File: src/rtl/pcpi_result_serializer.sv
// pcpi_result_serializer
// Captures PCPI result words into a small FIFO and streams each word to an
// off-chip host as eight 4-bit nibbles over a 4-phase valid/ack handshake.
module pcpi_result_serializer #(
  parameter int FIFO_DEPTH = 2,
  parameter bit MSB_FIRST  = 1'b0
) (
  input  logic                          clk,
  input  logic                          rst,
  input  logic                          pcpi_ready,
  input  logic                          pcpi_wr,
  input  logic [31:0]                   pcpi_rd,
  input  logic                          host_ack,
  output logic [3:0]                    nib_out,
  output logic                          nib_valid,
  output logic                          word_done,
  output logic                          busy,
  output logic                          overrun,
  output logic [$clog2(FIFO_DEPTH):0]   fifo_count
);

  localparam int AW = $clog2(FIFO_DEPTH);
  localparam logic [AW:0] FULL_COUNT = (AW + 1)'(FIFO_DEPTH);

  typedef enum logic [1:0] {
    IDLE    = 2'd0,
    SEND    = 2'd1,
    RELEASE = 2'd2
  } state_t;

  state_t         state_reg;
  logic [31:0]    sr_reg;
  logic [2:0]     idx_reg;
  logic [3:0]     nib_out_reg;
  logic           nib_valid_reg;
  logic           word_done_reg;
  logic           overrun_reg;

  logic [31:0]    fifo_mem [FIFO_DEPTH];
  logic [AW-1:0]  wr_ptr_reg;
  logic [AW-1:0]  rd_ptr_reg;
  logic [AW:0]    count_reg;

  logic           push_req;
  logic           fifo_full;
  logic           pop;
  logic           push;
  logic           drop;
  logic [31:0]    fifo_head;
  logic [31:0]    sr_shifted;

  // The nibble presented first from a word (or from a freshly shifted word).
  function automatic logic [3:0] lead_nibble(input logic [31:0] w);
    return MSB_FIRST ? w[31:28] : w[3:0];
  endfunction

  // Handshake/FIFO control. A full FIFO still accepts a push on the edge
  // that pops, because the freed slot is exactly the one being written.
  always_comb begin
    push_req   = pcpi_ready && pcpi_wr;
    fifo_full  = (count_reg == FULL_COUNT);
    pop        = (state_reg == IDLE) && (count_reg != '0);
    push       = push_req && (!fifo_full || pop);
    drop       = push_req && fifo_full && !pop;
    fifo_head  = fifo_mem[rd_ptr_reg];
    sr_shifted = MSB_FIRST ? {sr_reg[27:0], 4'h0} : {4'h0, sr_reg[31:4]};
  end

  // FIFO storage; no reset needed since pointers and count are cleared.
  always_ff @(posedge clk) begin
    if (push && !rst) begin
      fifo_mem[wr_ptr_reg] <= pcpi_rd;
    end
  end

  // FIFO pointers and occupancy.
  always_ff @(posedge clk) begin
    if (rst) begin
      wr_ptr_reg <= '0;
      rd_ptr_reg <= '0;
      count_reg  <= '0;
    end else begin
      if (push) wr_ptr_reg <= wr_ptr_reg + 1'b1;
      if (pop)  rd_ptr_reg <= rd_ptr_reg + 1'b1;
      case ({push, pop})
        2'b10:   count_reg <= count_reg + 1'b1;
        2'b01:   count_reg <= count_reg - 1'b1;
        default: count_reg <= count_reg;
      endcase
    end
  end

  // Sticky drop indicator, cleared only by reset.
  always_ff @(posedge clk) begin
    if (rst) begin
      overrun_reg <= 1'b0;
    end else if (drop) begin
      overrun_reg <= 1'b1;
    end
  end

  // Serializer FSM with registered nibble/valid/done outputs.
  always_ff @(posedge clk) begin
    if (rst) begin
      state_reg     <= IDLE;
      sr_reg        <= '0;
      idx_reg       <= '0;
      nib_out_reg   <= '0;
      nib_valid_reg <= 1'b0;
      word_done_reg <= 1'b0;
    end else begin
      word_done_reg <= 1'b0;
      case (state_reg)
        IDLE: begin
          // host_ack is deliberately ignored while idle
          if (pop) begin
            sr_reg        <= fifo_head;
            idx_reg       <= '0;
            nib_out_reg   <= lead_nibble(fifo_head);
            nib_valid_reg <= 1'b1;
            state_reg     <= SEND;
          end
        end
        SEND: begin
          // an ack still high from before entry counts immediately
          if (host_ack) begin
            nib_valid_reg <= 1'b0;
            state_reg     <= RELEASE;
          end
        end
        RELEASE: begin
          // nib_out holds here until the host releases ack
          if (!host_ack) begin
            if (idx_reg != 3'd7) begin
              sr_reg        <= sr_shifted;
              idx_reg       <= idx_reg + 3'd1;
              nib_out_reg   <= lead_nibble(sr_shifted);
              nib_valid_reg <= 1'b1;
              state_reg     <= SEND;
            end else begin
              word_done_reg <= 1'b1;
              state_reg     <= IDLE;
            end
          end
        end
        default: begin
          nib_valid_reg <= 1'b0;
          state_reg     <= IDLE;
        end
      endcase
    end
  end

  assign nib_out    = nib_out_reg;
  assign nib_valid  = nib_valid_reg;
  assign word_done  = word_done_reg;
  assign overrun    = overrun_reg;
  assign fifo_count = count_reg;
  assign busy       = (state_reg != IDLE) || (count_reg != '0);

endmodule

File: config.mk
export PLATFORM = sky130hd
export DESIGN_NAME = pcpi_result_serializer
export DESIGN_NICKNAME = d
export VERILOG_FILES = /design/src/rtl/pcpi_result_serializer.sv
export SDC_FILE = /design/constraint.sdc
export NUM_CORES = 1
export LEC_CHECK = 0
export CAP_MARGIN = 10
export CORE_UTILIZATION = 50
export DETAILED_ROUTE_END_ITERATION = 10
export PLACE_DENSITY = 0.72
export SYNTH_ARGS = -nofsm -noshare
export SYNTH_HDL_FRONTEND = slang
export SYNTH_SLANG_ARGS = --single-unit
File: constraint.sdc
create_clock -name clk -period 3.78 [get_ports clk]
set_input_delay 0.756 -clock clk [delete_from_list [all_inputs] [get_ports clk]]
set_output_delay 0.756 -clock clk [all_outputs]
set_load 0.005 [all_outputs]
==> run metrics, run 1 <==
status finished clean; FFs w/ async S/R, synth 0; gr usage total 0.178; Layout fillers 663; post_cts resized 0; layout net count 417; Final Total Pwr approximately 2.4 mW; Tightest Pin Transition 0.992 ns; crit path capture type output port; Clock Sinks 109; Pwr per Cell Area 486 nW/um^2; CTS tree yes; post-DP HPWL 4210 um; unrepaired setup endpoints after global routing no; post-route clock skew roughly 0.009 ns; Synth area leaders edfxtp_1 (45%), dfxtp_1 (21%), mux2i_1 (7.5%), nand2_1 (5.6%), o211ai_1 (4.9%); Synth Cell Area around 4300 um^2; critical path launch point state_reg[1]$_SDFFE_PP0P_; Avg Inst Size Synth roughly 12 um^2; CP Class reg -> out; Pre-antenna DRT Iters 4; max FFs per register 64; Crit path max-delay family flip-flops; min Tclk post-route 2.53 ns; drt first-iter violations 144; Area Overhead vs Synth 17.4%; Netlist cell types 31; syn nets 385; Syn. warnings 0; Critical Path Stages 3; vias in the first global route 2521; Die H 94.4 um; WL/cell 14.4 um; initial antenna violation count 0; Synth Flop Type edfxtp_1; routed vias 2598; placed insts 472; Placement Setup Slack about 1.1 ns; Hold Crit Start sr_reg[16]$_SDFFE_PP0P_; EDFF count, synth 64; relative slew slack 0.339; htree depth 3; post-route ant nets 0; HP Class reg -> reg; Req. time, crit path about 3.0 ns; CP endpoint busy; Die Width between 90 and 100 um; Final Util 0.609; Post-Route WL 7010 um; Slew Viols, Final 0; share of cells above drive strength 1 0.0809; Core Box Area 8220 um^2; largest net degree at the start of global routing between 60 and 70; Cells after Synth 346; area of the multi-input gates roughly 1300 um^2; Sequential Area 2820 um^2; sequential share of the synthesized area 0.662; Hold Vio Cnt, Final 0; FP Rows 33; area share of the largest cell type after synthesis 0.451; fin cells slightly below 500; Bufs and invs on worst path 1; critical path data arrival time 1.77 ns; CTS Hold Bufs 0; Max Cap Violations 0; fmax 396 MHz; Ant. Diodes 0; first-pass GRT wire length 12000 um; RR Startpoint state_reg[1]$_SDFFE_PP0P_; CP cell instances nor2_1 -> nand2_1 -> clkdlybuf4s50_1; global placer's final weighted congestion 0.716; Peak VDD IR 0.252 mV; residual DRC count 0; IO Pins 47; Setup Buffers After CTS 0; Synth area leader edfxtp_1; CP max stage cell dfxtp_1; period utilization 0.669; reg2reg path depth 4; dpl cell area 4750 um^2; synthesized flop and latch total 109; IO buf count 46; Initial Util 0.519; max incr delay on CP slightly above 0.6 ns; Final Worst Setup Slack 1.25 ns; DR vias/cell between 5 and 6; clock-pin slew on the worst setup and hold paths 0.09 ns; crit-path max FO 12; flop2flop setup slack 1.64 ns; Longest Clk Path Bufs 2; Root Driver clkbuf_8; final setup vio count 0; Leak 1.67 nW; hold slack 0.460 ns; die footprint 8900 um^2; R2R Path End fifo_mem[1][13]$_DFFE_PP_; Fin Setup TNS 0 ns; GRT overflow 0; clk_lat worst skew approximately 0.36 ns; fin area 5010 um^2; crit start category flop; CTS Buf Count 9; leading cell types by count after synthesis edfxtp_1 (64), nand2_1 (64), dfxtp_1 (45)
-- report_power, final --
group	leakage (nW)	switching (mW)	internal [mW]	total, mW
clock	0.125	0.364	0.506	0.870
sequential	0.948	0.0429	1.30	1.34
combinational	0.599	0.107	0.113	0.220
-- final cells by class --
| class | count | area share |
|---|---|---|
| sequential | 109 | 0.564 |
| multi-input combinational | 207 | 0.261 |
| timing repair buffer | 50 | 0.0970 |
| clock buffer | 11 | 0.0262 |
| tap | 105 | 0.0262 |
| clock inverter | 5 | 0.0247 |
| inverter | 1 | 0.000750 |
-- logic make-up after synthesis --
logic type	synth area share
muxes	0.0751
AOI/OAI and AO/OA	0.113
DFF	0.662
buffers and inverters	0.0393
xor gates and xnor gates	0.00822
and+or+nand+nor	0.0962
adders and majority gates	0.00587
-- layout by cell type, fill, tap and decap left out, types with 2 or more instances in the layout --
cell | netlist | final
nor2_1 | 13 | 13
buf_4 | 5 | 4
mux2i_1 | 32 | 32
a21oi_1 | 34 | 34
a21oi_2 | 5 | 5
edfxtp_1 | 64 | 64
o211ai_1 | 28 | 28
nor4_1 | 6 | 6
bufinv_16 | 0 | 4
dfxtp_1 | 45 | 44
nand3_1 | 3 | 3
xnor2_1 | 3 | 3
ha_1 | 2 | 2
nand2_1 | 64 | 64
clkbuf_8 | 0 | 9
nor4b_1 | 2 | 2
clkdlybuf4s50_1 | 0 | 45
o21ai_0 | 2 | 2
clkbuf_1 | 9 | 2
-- worst reg2reg max path, cell delays in order (launching register included) --
cell,delay [ns]
dfxtp_1,0.46
or2_2,0.41
a31o_2,0.32
nor3b_4,0.18
buf_4,0.42
-- routing by layer --
layer / vias to the layer above / part of all wire / global-route usage
met5: - / 0 / 0
met4: 0 / 0.011 / 0.0615
met3: 7 / 0.026 / 0.0386
met2: 32 / 0.50 / 0.293
met1: 1246 / 0.46 / 0.233
li1: 1313 / - / -
-- worst min path at each step --
stage	cells past startpoint	end
2_1_floorplan	2	idx_reg[1]$_SDFFE_PP0P_
3_3_place_gp	2	sr_reg[0]$_SDFFE_PP0P_
3_5_place_dp	2	sr_reg[3]$_SDFFE_PP0P_
4_1_cts	2	sr_reg[3]$_SDFFE_PP0P_
5_1_grt	2	sr_reg[23]$_SDFFE_PP0P_
6_report	2	sr_reg[16]$_SDFFE_PP0P_
Note: power is estimated with default switching activity, not from simulation.
==> inputs of run 2 (changes only) <==
CORE_UTILIZATION = 55   (was 50)
PLACE_DENSITY = 0.75   (was 0.72)
clock period = 2.5 ns   (was 3.78 ns; I/O delays follow)
==> run 2 against run 1 <==
  * Critical path depth unchanged
  * Final cell count rose by 0.61%
  * Sequential power rose by 49%
  * Power increased by 43%
  * Core utilization grew 7.5 points
  * Clock power increased by 25%
  * Routed wire length grew 3.2%
  * Die area is 8.9% lower
  * Highest routed layer unchanged
==> run metrics, run 2 (synthesized netlist as in run 1, its figures left out) <==
vias in the first global route 2650 (+5.1%); IO Pins 47 (unchanged); share of cells above drive strength 1 0.110 (+0.0288); Tightest Pin Transition 0.416 ns (-0.576 ns); Area Overhead vs Synth 18.3%; gr usage total 0.190 (+0.0119); min Tclk post-route between 2 and 2.5 ns; FP Rows 31 (-6.1%); area of the multi-input gates 1310 um^2 (unchanged); Bufs and invs on worst path 1 (unchanged); fin cells 491 (+0.61%); fmax 444 MHz; htree depth 3 (unchanged); post-route clock skew 0.00830 ns (-0.000708 ns); GR Util met2 0.328 (+0.0348); largest net degree at the start of global routing 32 (-48%); GRT overflow 0 (unchanged); Die Width 90.1 um (-4.6%); relative slew slack 0.720 (+0.381); unrepaired setup endpoints after global routing no; initial antenna violation count 0 (unchanged); Initial Util 0.579 (+0.0596); Sequential Area 2820 um^2 (unchanged); R2R Path End fifo_mem[1][10]$_DFFE_PP_; status finished clean; CP endpoint busy; CTS Buf Count 9 (unchanged); global placer's final weighted congestion 0.716 (about the same); final setup vio count 0 (unchanged); RR Startpoint state_reg[0]$_SDFFE_PP0P_; routed vias 2707 (+4.2%); Max Cap Violations 0 (unchanged); flop2flop setup slack 0.53 ns (-1.11 ns); critical path launch point state_reg[0]$_SDFFE_PP0P_; CTS Hold Bufs 0 (unchanged); CP cell instances nor2_1 -> nand2_1 -> clkdlybuf4s50_1; IO buf count 46 (unchanged); Longest Clk Path Bufs 2 (unchanged); clock-pin slew on the worst setup and hold paths 0.10 ns (about the same); GR Layer Usage met3 0.0567 (+0.0180); Critical Path Stages 3 (unchanged); post-DP HPWL 4720 um (+12%); first-pass GRT wire length 12000 um (+0.40%); Ant. Diodes 0 (unchanged); reg2reg path depth 4 (unchanged); drt first-iter violations 126 (-13%); Crit path max-delay family simple AND/OR/NAND/NOR gates; CP max stage cell clkdlybuf4s50_1; Clock Sinks 109 (unchanged); post_cts resized 0 (unchanged); CTS tree yes; Peak VDD IR 0.375 mV (+49%); WL/cell 14.7 um (+2.6%); Post-Route WL 7240 um (+3.2%); Die H 90.1 um (-4.6%); layout net count 426 (+2.2%); crit start category flop; hold slack 0.458 ns (-0.00171 ns); placed insts 475 (+0.64%); Layout fillers 570 (-14%); die footprint 8110 um^2 (-8.9%); most frequent cells in the layout nand2_1 (64), edfxtp_1 (64), clkdlybuf4s50_1 (45); max incr delay on CP 0.47 ns (-0.14 ns); Hold Vio Cnt, Final 0 (unchanged); Slew Viols, Final 0 (unchanged); period utilization 0.902; critical path data arrival time 1.75 ns (-0.02 ns); crit path capture type output port; met1 Usage GRT 0.226 (-0.00735); Fin Setup TNS 0 ns (unchanged); Final Total Pwr 3.48 mW (+43%); Leak 1.70 nW (+1.9%); Req. time, crit path 2.00 ns (-1.02 ns); Pwr per Cell Area 690 nW/um^2 (+42%); CP Class reg -> out; Root Driver clkbuf_8; Core Box Area 7370 um^2 (-10%); Pre-antenna DRT Iters 4 (unchanged); residual DRC count 0 (unchanged); Setup Buffers After CTS 0 (unchanged); HP Class reg -> reg; max FFs per register 64 (unchanged); clk_lat worst skew 0.38 ns (+0.02 ns); DR vias/cell 5.51 (+3.6%); crit-path max FO 10 (-2); post-route ant nets 0 (unchanged); global route hottest layer met2
[run 2: changes by cell type in the layout (fill, tap and decap cells not counted), sizes merged]
cell / delta
buf: +9
bufinv: -3
inv: +3
clkbuf: -2
clkinv: +2
[run 2: cell type report]
cell class              instances  area share
flip-flops and latches        109       0.560
multi-input cells             207       0.259
clock inverters                 7      0.0161
well taps                      99      0.0246
repair buffers                 59       0.115
clock buffers                   9      0.0246
inverters                       1    0.000744
[run 2: worst min-delay path by stage]
stage | start | to | slack (ns) | depth (start not counted)
6_report | sr_reg[0]$_SDFFE_PP0P_ | sr_reg[0]$_SDFFE_PP0P_ | 0.46 | 2
3_5_place_dp | sr_reg[1]$_SDFFE_PP0P_ | sr_reg[1]$_SDFFE_PP0P_ | 0.45 | 2
4_1_cts | sr_reg[1]$_SDFFE_PP0P_ | sr_reg[1]$_SDFFE_PP0P_ | 0.46 | 2
3_3_place_gp | sr_reg[0]$_SDFFE_PP0P_ | sr_reg[0]$_SDFFE_PP0P_ | 0.44 | 2
2_1_floorplan | idx_reg[1]$_SDFFE_PP0P_ | idx_reg[1]$_SDFFE_PP0P_ | 0.44 | 2
5_1_grt | sr_reg[1]$_SDFFE_PP0P_ | sr_reg[1]$_SDFFE_PP0P_ | 0.48 | 2
[run 2: worst reg2reg max path, stage by stage, from the launching register on]
cell	delay [ns]
dfxtp_1	0.42
or2_2	0.40
a31o_2	0.32
nor3b_4	0.24
buf_4	0.28
[run 2: power breakdown]
group | switching, mW | internal, mW | leakage, nW
clock | 0.615 | 0.479 | 0.106
sequential | 0.0370 | 1.97 | 0.948
combinational | 0.194 | 0.184 | 0.650
[run 2: metrics by stage]
| step | setup slack, ns | cell area [um^2] | util |
|---|---|---|---|
| after floorplan | 0.153 | 4290 | - |
| after global placement | 0.226 | 4840 | 0.656 |
| after detailed placement | 0.179 | 4840 | 0.656 |
| after CTS | 0.235 | 5040 | 0.684 |
| after global routing | 0.156 | 5040 | 0.684 |
| final | 0.245 | 5040 | 0.684 |
[run 2: per-layer routing]
metal  part of all wire  wire [um]
met5                  0          0
met4              0.013         97
met3              0.042        302
met2               0.51       3700
met1               0.43       3140
==> inputs of run 3 (changes only) <==
CORE_UTILIZATION = 50   (was 55)
clock period = 1.9 ns   (was 2.5 ns; I/O delays follow)
==> run 3 against run 2 <==
  * Non-clock buffer count is 5 higher
  * Sequential power is 32% higher
  * Sequential cell count stayed put
  * Clock power is 29% higher
  * Sequential share of layout area is 0.76 points lower
  * Global-route usage is 0.78 points lower
  * First-iteration DRC count is 1.6% lower
  * Setup slack worse by 0.15 ns
  * Combinational power is 38% higher
  * Critical endpoint unchanged
  * Largest cell class unchanged
==> run metrics, run 3 (synthesized netlist as in run 1, its figures left out) <==
area of the multi-input gates 1330 um^2 (+1.4%); HP Class in -> reg; CTS Buf Count 9 (unchanged); Area Overhead vs Synth 20.0%; FP Rows 33 (+6.5%); residual DRC count 0 (unchanged); most frequent cells in the layout nand2_1 (64), edfxtp_1 (64), clkdlybuf4s50_1 (45); WL/cell 14.5 um (-1.7%); GRT overflow 0 (unchanged); min Tclk post-route about 1.8 ns; routed vias 2681 (-0.96%); Max Cap Violations 0 (unchanged); dpl cell area 4910 um^2 (+1.4%); Core Box Area 8220 um^2 (+11%); flop2flop setup slack 0.17 ns (-0.36 ns); global placer's final weighted congestion 0.765 (+6.9%); CP Class reg -> out; crit start category flop; hold path cells 2 (unchanged); gr usage total 0.182 (-0.00783); fin area 5120 um^2 (+1.5%); max FFs per register 64 (unchanged); die footprint 8900 um^2 (+9.8%); Tightest Pin Transition 0.433 ns (+0.0170 ns); IO Pins 47 (unchanged); clk_lat worst skew 0.37 ns (about the same); Pre-antenna DRT Iters 4 (unchanged); final setup vio count 0 (unchanged); IO buf count 46 (unchanged); post-DP HPWL 4700 um (-0.44%); Pwr per Cell Area 892 nW/um^2 (+29%); first-pass GRT wire length 12200 um (+1.3%); clock-pin slew on the worst setup and hold paths 0.10 ns (about the same); Fin Setup TNS 0 ns (unchanged); largest net degree at the start of global routing 43 (+34%); period utilization 0.951; status finished clean; Sequential Area 2830 um^2 (+0.13%); Clock Sinks 109 (unchanged); Die H 94.4 um (+4.8%); fmax 553 MHz; Setup Buffers After CTS 0 (unchanged); CTS tree yes; relative slew slack 0.711 (-0.00878); Ant. Diodes 0 (unchanged); DR vias/cell 5.34 (-3.1%); Hold Vio Cnt, Final 0 (unchanged); vias in the first global route 2555 (-3.6%); crit path capture type output port; Root Driver clkbuf_8; crit-path max FO 6 (-4); post-route ant nets 0 (unchanged); Longest Clk Path Bufs 2 (unchanged); Req. time, crit path 1.52 ns (-0.48 ns); Leak 1.73 nW (+1.5%); Peak VDD IR 0.531 mV (+42%); Final Total Pwr 4.57 mW (+31%); initial antenna violation count 0 (unchanged); Slew Viols, Final 0 (unchanged); drt first-iter violations 124 (-1.6%); Post-Route WL 7270 um (+0.50%); share of cells above drive strength 1 0.128 (+0.0188); reg2reg path depth 6 (+2); post-route clock skew 0.0159 ns (+0.00761 ns); Layout fillers 655 (+15%); Initial Util 0.519 (-0.0596); Die Width 94.4 um (+4.8%); htree depth 3 (unchanged); layout net count 431 (+1.2%); hold slack 0.294 ns (-0.164 ns); Final Util 0.623 (-0.0612); unrepaired setup endpoints after global routing no; critical path data arrival time 1.43 ns (-0.32 ns)
[run 3: cell type report]
| cell class | instances | share of cell area |
|---|---|---|
| Timing Repair Buffer | 64 | 0.123 |
| Clock inverter | 5 | 0.0117 |
| Clock buffer | 11 | 0.0276 |
| Multi-Input combinational cell | 207 | 0.259 |
| Tap cell | 105 | 0.0257 |
| Sequential cell | 109 | 0.552 |
| Inverter | 1 | 0.000733 |
[run 3: stage by stage]
step	setup WS (ns)	cells
after floorplan	-0.318	346
after global placement	-0.0681	486
after detailed placement	-0.0857	486
after CTS	0.0154	502
after global routing	0.00157	502
final	0.0929	502
[run 3: final timing paths]
path,startpoint,endpoint
max,state_reg[0]$_SDFFE_PP0P_,busy
min,rst,overrun$_SDFFE_PP0P_
max reg2reg,idx_reg[0]$_SDFFE_PP0P_,sr_reg[21]$_SDFFE_PP0P_
min reg2reg,sr_reg[2]$_SDFFE_PP0P_,sr_reg[2]$_SDFFE_PP0P_
[run 3: per-layer routing]
metal  GRT usage  wire length [um]  vias up
met5           0                 0        -
met4      0.0692               106        0
met3      0.0362               240        8
met2       0.297              3600       49
met1       0.240              3330     1270
li1            -                 -     1354
[run 3: critical path: stages, from the launching register on]
cell and delay (ns):
dfxtp_1 0.37, nor2_4 0.19, nand2_1 0.07, clkdlybuf4s50_1 0.44
[run 3: where the power goes]
| group | leakage (nW) | switching, mW | internal (mW) | total, mW |
|---|---|---|---|---|
| Sequential | 0.949 | 0.0476 | 2.59 | 2.64 |
| Clock | 0.0999 | 0.758 | 0.651 | 1.41 |
| Combinational | 0.680 | 0.264 | 0.256 | 0.520 |
| Total | 1.73 | 1.07 | 3.50 | 4.57 |
[run 3: repair_timing]
| item | 4_1_cts | 5_1_grt |
|---|---|---|
| resized for setup | 4 | 1 |
| setup endpoints to repair | 1 | 1 |
| hold buffers | 0 | 0 |
